--- src/rtl/pc_fetch_unit_if.sv ---
`default_nettype none
// ============================================================================
// Module   : pc_fetch_unit_if
// Purpose  : Instruction-memory request bus and fetch-to-decode handshake.
// Revision : 1.0 - initial release
// ============================================================================
interface pc_fetch_unit_if #(
   parameter int unsigned WIDTH = 32
);
   logic             imem_req;
   logic [WIDTH-1:0] imem_addr;
   logic             imem_gnt;
   logic             imem_rvalid;
   logic [WIDTH-1:0] imem_rdata;
   logic             if_valid;
   logic [WIDTH-1:0] if_instr;
   logic [WIDTH-1:0] if_pc;
   logic             if_ready;

   // master = fetch unit; slave = instruction memory plus decode stage
   modport master (
      output imem_req, imem_addr, if_valid, if_instr, if_pc,
      input  imem_gnt, imem_rvalid, imem_rdata, if_ready
   );

   modport slave (
      input  imem_req, imem_addr, if_valid, if_instr, if_pc,
      output imem_gnt, imem_rvalid, imem_rdata, if_ready
   );
endinterface
`default_nettype wire

--- src/rtl/pc_fetch_unit.sv ---
`default_nettype none
// ============================================================================
// Module   : pc_fetch_unit
// Purpose  : RV32I program counter and single-outstanding instruction fetch.
// Revision : 1.0 - initial release
// ============================================================================
module pc_fetch_unit #(
   parameter int unsigned      WIDTH    = 32,
   parameter logic [WIDTH-1:0] RESET_PC = '0
) (
   input  wire logic             clk,
   input  wire logic             rstN,
   output logic      [WIDTH-1:0] pc,
   input  wire logic [WIDTH-1:0] pc_plus4,
   input  wire logic             redirect_valid,
   input  wire logic [WIDTH-1:0] redirect_target,
   output logic                  misalign,
   pc_fetch_unit_if.master       bus
);

   typedef enum logic [1:0] {
      S_IDLE = 2'd0,
      S_REQ  = 2'd1,
      S_WAIT = 2'd2,
      S_HOLD = 2'd3
   } state_t;

   state_t           r_state;
   logic [WIDTH-1:0] r_pc;
   logic             r_imem_req;
   logic             r_if_valid;
   logic [WIDTH-1:0] r_if_instr;
   logic [WIDTH-1:0] r_if_pc;
   logic             r_misalign;
   logic             r_kill;

   logic             w_redir_ok;
   logic             w_redir_bad;

   assign w_redir_ok  = redirect_valid & (redirect_target[1:0] == 2'b00);
   assign w_redir_bad = redirect_valid & (redirect_target[1:0] != 2'b00);

   assign pc            = r_pc;
   assign misalign      = r_misalign;
   assign bus.imem_req  = r_imem_req;
   assign bus.imem_addr = r_pc;
   assign bus.if_valid  = r_if_valid;
   assign bus.if_instr  = r_if_instr;
   assign bus.if_pc     = r_if_pc;

   always_ff @(posedge clk or negedge rstN) begin
      if (!rstN) begin
         r_state    <= S_IDLE;
         r_pc       <= RESET_PC;
         r_imem_req <= 1'b0;
         r_if_valid <= 1'b0;
         r_if_instr <= '0;
         r_if_pc    <= '0;
         r_misalign <= 1'b0;
         r_kill     <= 1'b0;
      end else begin
         if (w_redir_bad) begin
            r_misalign <= 1'b1;
         end

         if (w_redir_ok) begin
            r_pc       <= redirect_target;
            r_if_valid <= 1'b0;
            case (r_state)
               S_REQ: begin
                  // A granted request still owes a response that must be dropped
                  if (bus.imem_gnt) begin
                     r_kill     <= 1'b1;
                     r_imem_req <= 1'b0;
                     r_state    <= S_WAIT;
                  end else begin
                     r_imem_req <= 1'b1;
                  end
               end
               S_WAIT: begin
                  if (bus.imem_rvalid) begin
                     r_kill     <= 1'b0;
                     r_imem_req <= 1'b1;
                     r_state    <= S_REQ;
                  end else begin
                     r_kill     <= 1'b1;
                  end
               end
               default: begin
                  r_imem_req <= 1'b1;
                  r_state    <= S_REQ;
               end
            endcase
         end else begin
            case (r_state)
               S_IDLE: begin
                  r_imem_req <= 1'b1;
                  r_state    <= S_REQ;
               end
               S_REQ: begin
                  if (bus.imem_gnt) begin
                     r_imem_req <= 1'b0;
                     r_state    <= S_WAIT;
                  end
               end
               S_WAIT: begin
                  if (bus.imem_rvalid) begin
                     if (r_kill) begin
                        r_kill     <= 1'b0;
                        r_imem_req <= 1'b1;
                        r_state    <= S_REQ;
                     end else begin
                        r_if_instr <= bus.imem_rdata;
                        r_if_pc    <= r_pc;
                        r_if_valid <= 1'b1;
                        r_state    <= S_HOLD;
                     end
                  end
               end
               S_HOLD: begin
                  if (bus.if_ready) begin
                     r_if_valid <= 1'b0;
                     r_pc       <= pc_plus4;
                     r_imem_req <= 1'b1;
                     r_state    <= S_REQ;
                  end
               end
            endcase
         end
      end
   end

endmodule
`default_nettype wire

--- src/flat_wrapper.sv ---
// flat-port wrapper written by rule: the top's interface ports become plain ports
module pc_fetch_unit_flat 
#(
   parameter int unsigned      WIDTH    = 32,
   parameter logic [WIDTH-1:0] RESET_PC = '0
)
  (clk, rstN, pc, pc_plus4, redirect_valid, redirect_target, misalign, bus_imem_req, bus_imem_addr, bus_if_valid, bus_if_instr, bus_if_pc, bus_imem_gnt, bus_imem_rvalid, bus_imem_rdata, bus_if_ready);
  pc_fetch_unit_if #(.WIDTH(WIDTH)) bus_i ();
  input  wire logic clk;
  input  wire logic rstN;
  output logic      [WIDTH-1:0] pc;
  input  wire logic [WIDTH-1:0] pc_plus4;
  input  wire logic redirect_valid;
  input  wire logic [WIDTH-1:0] redirect_target;
  output logic misalign;
  output wire logic [$bits(bus_i.imem_req)-1:0] bus_imem_req;
  output wire logic [$bits(bus_i.imem_addr)-1:0] bus_imem_addr;
  output wire logic [$bits(bus_i.if_valid)-1:0] bus_if_valid;
  output wire logic [$bits(bus_i.if_instr)-1:0] bus_if_instr;
  output wire logic [$bits(bus_i.if_pc)-1:0] bus_if_pc;
  input wire logic [$bits(bus_i.imem_gnt)-1:0] bus_imem_gnt;
  input wire logic [$bits(bus_i.imem_rvalid)-1:0] bus_imem_rvalid;
  input wire logic [$bits(bus_i.imem_rdata)-1:0] bus_imem_rdata;
  input wire logic [$bits(bus_i.if_ready)-1:0] bus_if_ready;
  assign bus_imem_req = bus_i.imem_req;
  assign bus_imem_addr = bus_i.imem_addr;
  assign bus_if_valid = bus_i.if_valid;
  assign bus_if_instr = bus_i.if_instr;
  assign bus_if_pc = bus_i.if_pc;
  assign bus_i.imem_gnt = bus_imem_gnt;
  assign bus_i.imem_rvalid = bus_imem_rvalid;
  assign bus_i.imem_rdata = bus_imem_rdata;
  assign bus_i.if_ready = bus_if_ready;
  pc_fetch_unit #(.WIDTH(WIDTH), .RESET_PC(RESET_PC)) u_core (.clk(clk), .rstN(rstN), .pc(pc), .pc_plus4(pc_plus4), .redirect_valid(redirect_valid), .redirect_target(redirect_target), .misalign(misalign), .bus(bus_i));
endmodule
--- config.mk ---
export PLATFORM = sky130hd
export DESIGN_NAME = pc_fetch_unit_flat
export DESIGN_NICKNAME = d
export VERILOG_FILES = /design/src/rtl/pc_fetch_unit_if.sv /design/src/rtl/pc_fetch_unit.sv /design/src/flat_wrapper.sv
export SDC_FILE = /design/constraint.sdc
export NUM_CORES = 1
export LEC_CHECK = 0
export BUFFER_PORTS_ARGS = -buffer_cell sky130_fd_sc_hd__buf_2
export CORE_ASPECT_RATIO = 1.1
export CORE_MARGIN = 2
export CORE_UTILIZATION = 50
export CTS_BUF_LIST = sky130_fd_sc_hd__clkbuf_2 sky130_fd_sc_hd__clkbuf_4 sky130_fd_sc_hd__clkbuf_8
export DETAILED_ROUTE_END_ITERATION = 7
export PLACE_DENSITY = 0.87
export REMOVE_ABC_BUFFERS = 1
export SLEW_MARGIN = 30
export SYNTH_ARGS = -nofsm -noshare
export SYNTH_HDL_FRONTEND = slang
export SYNTH_SLANG_ARGS = --single-unit
--- constraint.sdc ---
create_clock -name clk -period 4.7 [get_ports clk]
set_input_delay 0.47 -clock clk [delete_from_list [all_inputs] [get_ports clk]]
set_output_delay 0.47 -clock clk [all_outputs]
set_load 0.005 [all_outputs]
# After elaboration in Yosys (flattened, before gate mapping)
# Index checks and enable logic that the tools add are counted.
# classes
n_eq_ne	10
mux	31
bitwise_logic	4
reduce_logical	15
# ops
op	count
2-to-1 mux 32 bit	3
2-to-1 mux 1 bit	16
AND reduction 4 bit	4
2-to-1 mux 2 bit	6
nonzero test 2 bit	6
inequality test 3 x 2 -> 1 bit (second input constant)	3
case mux 2 bit (4 select lines)	1
inequality test 3 bit (second input constant)	2
case mux 1 bit (2 select lines)	3
equality test 2 bit (second input constant)	2
zero test 2 bit	2
case mux 1 bit (4 select lines)	1
case mux 2 bit (2 select lines)	1
AND reduction 2 bit	2
inequality test 3 x 1 -> 1 bit (second input constant)	1
nonzero test 3 bit	1
AND 1 bit	2
equality test 2 x 1 -> 1 bit (second input constant)	1
inequality test 2 bit (second input constant)	1
inverter 1 bit	2
# totals
ff_bits	102
in_bits	102
output_inout_bits	131
word_cells	68

# Logic depth before layout (Yosys ltp)
# logic_depth
ltp_word	4
ltp_mapped	6
mapped_depth_nobuf	6

# Worst setup path before layout
# OpenSTA, ideal clock, no wires.
# synth_timing
path_kind	input-to-reg
from	in redirect_valid
to	reg u_core.r_if_instr[19] (netlist: u_core.bus.if_instr[19])
arrival_ns	1.635
setup_slack_ns	2.940
stages	5
cell_sequence	nor3b_1 -> buf_2 -> nor3_4 -> buf_4 -> mux2_2
# synth_via
elab_chain_len	3
# synth_lines
element	line	source
start, declared	flat_wrapper.sv:13	input wire logic redirect_valid;
AND 1 bit	pc_fetch_unit.sv:40	assign w_redir_ok = redirect_valid & (redirect_target[1:0] == 2'b00);
inverter 1 bit (no source line)	-	
AND reduction 4 bit (no source line)	-	
end signal, assigned	pc_fetch_unit.sv:113	r_if_instr <= bus.imem_rdata;
end, declared	pc_fetch_unit.sv:32	logic [WIDTH-1:0] r_if_instr;
# No other way between the ends.
# A chain may end at the register's enable or synchronous reset.

# Worst setup path after layout
# layout_timing
from	reg u_core.r_state[0]
to	reg u_core.r_if_instr[12] (netlist: u_core.bus.if_instr[12])
# layout_via
elab_chain_len	2
# layout_lines
element	line	source
start, declared	pc_fetch_unit.sv:28	state_t r_state;
start signal, assigned	pc_fetch_unit.sv:53	r_state <= S_IDLE;
start signal, assigned	pc_fetch_unit.sv:75	r_state <= S_WAIT;
start signal, assigned	pc_fetch_unit.sv:84	r_state <= S_REQ;
equality test 2 bit	pc_fetch_unit.sv:95	case (r_state)
AND reduction 4 bit (no source line)	-	
# No other way between the ends.

==> results.cfg <==
[global_routing]
met2_usage_pct = 36.7
grt-busiest-layer = met2
grt.met1_usage_pct = 24.0
use_met3_pct = 3.55
grt_pass1_wl_um = 15400
antenna_found_initial = 0
grt_start_max_net_pins = 65
grt_pass1_vias = 3334
grt_use_total_pct = 20.5
grt_overflow = 0

[placement]
dpl.hpwl_um = 7570
placed_cells = 687
place.gp.congestion = 0.802
portBuffers = 232

[die]
rows = 36
die_area_sq_um = 9730
io_pins = 233
start_util_pct = 51.0
core_area_sq_um = 8780
die_w_um = 94.2
fp.dieH_um = 103

[clock_network]
cts_resized = 0
cts_buffer_depth = 2
cts_setup_buffers = 0
clk_latency_ns = 0.35
htree_levels = 3
cts.sinks = 102
cts-root-buf = clkbuf_8
cts_tree = done
clkTransAtPathRegs_ns = 0.09
cts_hold_buf = 0
cts_buffers = 9

[power]
power_w = 0.00348
vdd_drop_max_mv = 0.295
p_per_area_nw_per_um2 = 611
power.leakage_nw = 2.88

[run_status]
status = finished, final reports clean

[sta]
layout_min_cycle_time_ns = 2.22
fin_skew_ns = 0.00649
tns_ns = 0
rsz0062_at_grt = false
slew_viol_final = 0
tightest_slew_ns = 0.839
fmax_mhz = 450
max_slew_margin_pct = 44.1
setup_viol = 0
hold_viol = 0
period_share_pct = 47.2

[critical_path]
required_ns = 4.94
r2r_end = u_core.bus.if_instr[12]$_DFFE_PN0P_
arrival_ns = 2.46
critPathLaunchType = flip-flop
critPathMaxFanout = 64
r2r_setup_slack_ns = 2.48
r2r_cells = 6
path_class = flip-flop to flip-flop
end_kind = flip-flop
rr_startpoint = u_core.r_state[0]$_DFFE_PN0P_

[detailed_routing]
vias = 3539
drtIter0Drc = 109
routed_wl_um = 10300
vias_per_cell = 5.03
first_pass_iters = 5
ant_nets = 0
wire_per_inst_um = 14.6
drc = 0

[finish]
n_antenna_cell = 0
fill_cells = 699
post-route-util_pct = 64.8
drive_gt1_share_pct = 53.5
seq_area_sq_um = 2550
nNetsFinal = 691
final_cells = 703
multi_input_area_sq_um = 1570
areaGrowthSynthToFinish_pct = 27.2

[worst_hold_path]
hp-class = input pin to asynchronous set/reset pin

[synthesis]
ys.flop_type = dfrtp_1
synth_area_sq_um = 4480
ys_ff_latch = 102
syn_inst = 390
avgSynthCellArea_sq_um = 11.5
synth_seq_area_share_pct = 57.0
yosysWarnings = 0
synth.distinct_cells = 27
async_reset_ff_share_pct = 100
synth_edf_count = 0

[flow_run]
cap_violations = 0
kinds of logic after synthesis:
kind of cell	synth area share, %
AO/OA/AOI/OAI	6.85
flip-flops	57.0
adder cells (fa/ha/maj)	1.40
buffers and inverters	8.22
AND/OR/NAND/NOR	10.2
multiplexers	16.3
how the worst max path moves through the flow:
stage | start | to | slack [ns] | cells past startpoint
2_1_floorplan | redirect_target[1] | u_core.bus.if_instr[26]$_DFFE_PN0P_ | 0.50 | 3
3_3_place_gp | redirect_valid | u_core.bus.imem_addr[1]$_DFFE_PN0P_ | 2.01 | 5
3_5_place_dp | redirect_valid | u_core.bus.imem_addr[1]$_DFFE_PN0P_ | 1.91 | 5
4_1_cts | redirect_valid | u_core.bus.imem_addr[1]$_DFFE_PN0P_ | 2.30 | 5
5_1_grt | u_core.r_state[0]$_DFFE_PN0P_ | u_core.bus.if_pc[16]$_DFFE_PN0P_ | 2.38 | 6
6_report | u_core.r_state[0]$_DFFE_PN0P_ | u_core.bus.if_instr[12]$_DFFE_PN0P_ | 2.48 | 6
flip-flops by register name, indices dropped and copies added, names as in the netlist:
name	flops
u_core.bus.if_instr	32
u_core.bus.if_pc	32
u_core.bus.if_valid	1
u_core.bus.imem_addr	32
u_core.bus.imem_req	1
u_core.misalign	1
u_core.r_kill	1
u_core.r_state	2
cell usage in the layout (no fill, tap or decap), types with 2 or more instances in the layout:
cell,netlist,final
nand3_1,5,5
buf_2,6,231
mux2_1,4,4
dfrtp_1,102,102
mux2_2,60,60
ha_1,5,5
inv_1,6,6
buf_4,38,4
nand2_1,65,64
nand2b_1,4,4
clkbuf_8,0,10
clkinvlp_4,0,2
nor2_1,31,31
clkinv_2,0,2
bufinv_16,0,2
o21ai_0,10,10
a21oi_1,4,4
a31oi_1,30,30
synthesized netlist by cell type (5+ instances only):
library cell,instances,area (sq um)
dfrtp_1,102,2550
nand2_1,65,244
mux2_2,60,676
buf_4,38,285
nor2_1,31,116
a31oi_1,30,188
o21ai_0,10,50.1
clkbuf_1,8,30.0
buf_2,6,30.0
inv_1,6,22.5
ha_1,5,62.6
nand3_1,5,25.0
routing by layer:
layer / vias up / part of all wire, %
li1: 1686 / -
met5: - / 0
met3: 14 / 7.4
met1: 1676 / 38
met4: 0 / 1.5
met2: 163 / 53
critical path, cell delays in order, from the launching register on:
cell	delay (ns)
dfrtp_1	0.45
inv_1	0.12
ha_1	0.20
nand2_1	0.10
nor3_4	0.11
buf_4	0.63
mux2_2	0.42
report_power, final:
| group | switching (W) | leakage [nW] | internal, W |
|---|---|---|---|
| clock | 0.000286 | 0.108 | 0.000313 |
| sequential | 0.000293 | 1.20 | 0.00130 |
| combinational | 0.000556 | 1.57 | 0.000730 |
layout make-up:
type,count,share of cell area [%]
repair buffers,235,20.8
inverters,6,0.395
clock buffers,10,2.42
flip-flops and latches,102,44.8
multi-input cells,230,27.5
well taps,114,2.50
clock inverters,6,1.49
per-stage QoR:
step,worst slack (ns),area [sq um],hold slack (ns)
2_1_floorplan,0.504,4130,0.174
3_3_place_gp,2.01,5470,0.447
3_5_place_dp,1.91,5470,0.456
4_1_cts,2.30,5690,0.105
5_1_grt,2.38,5700,0.133
6_report,2.48,5700,0.0987
No activity file was read; power rests on OpenSTA's default activity.
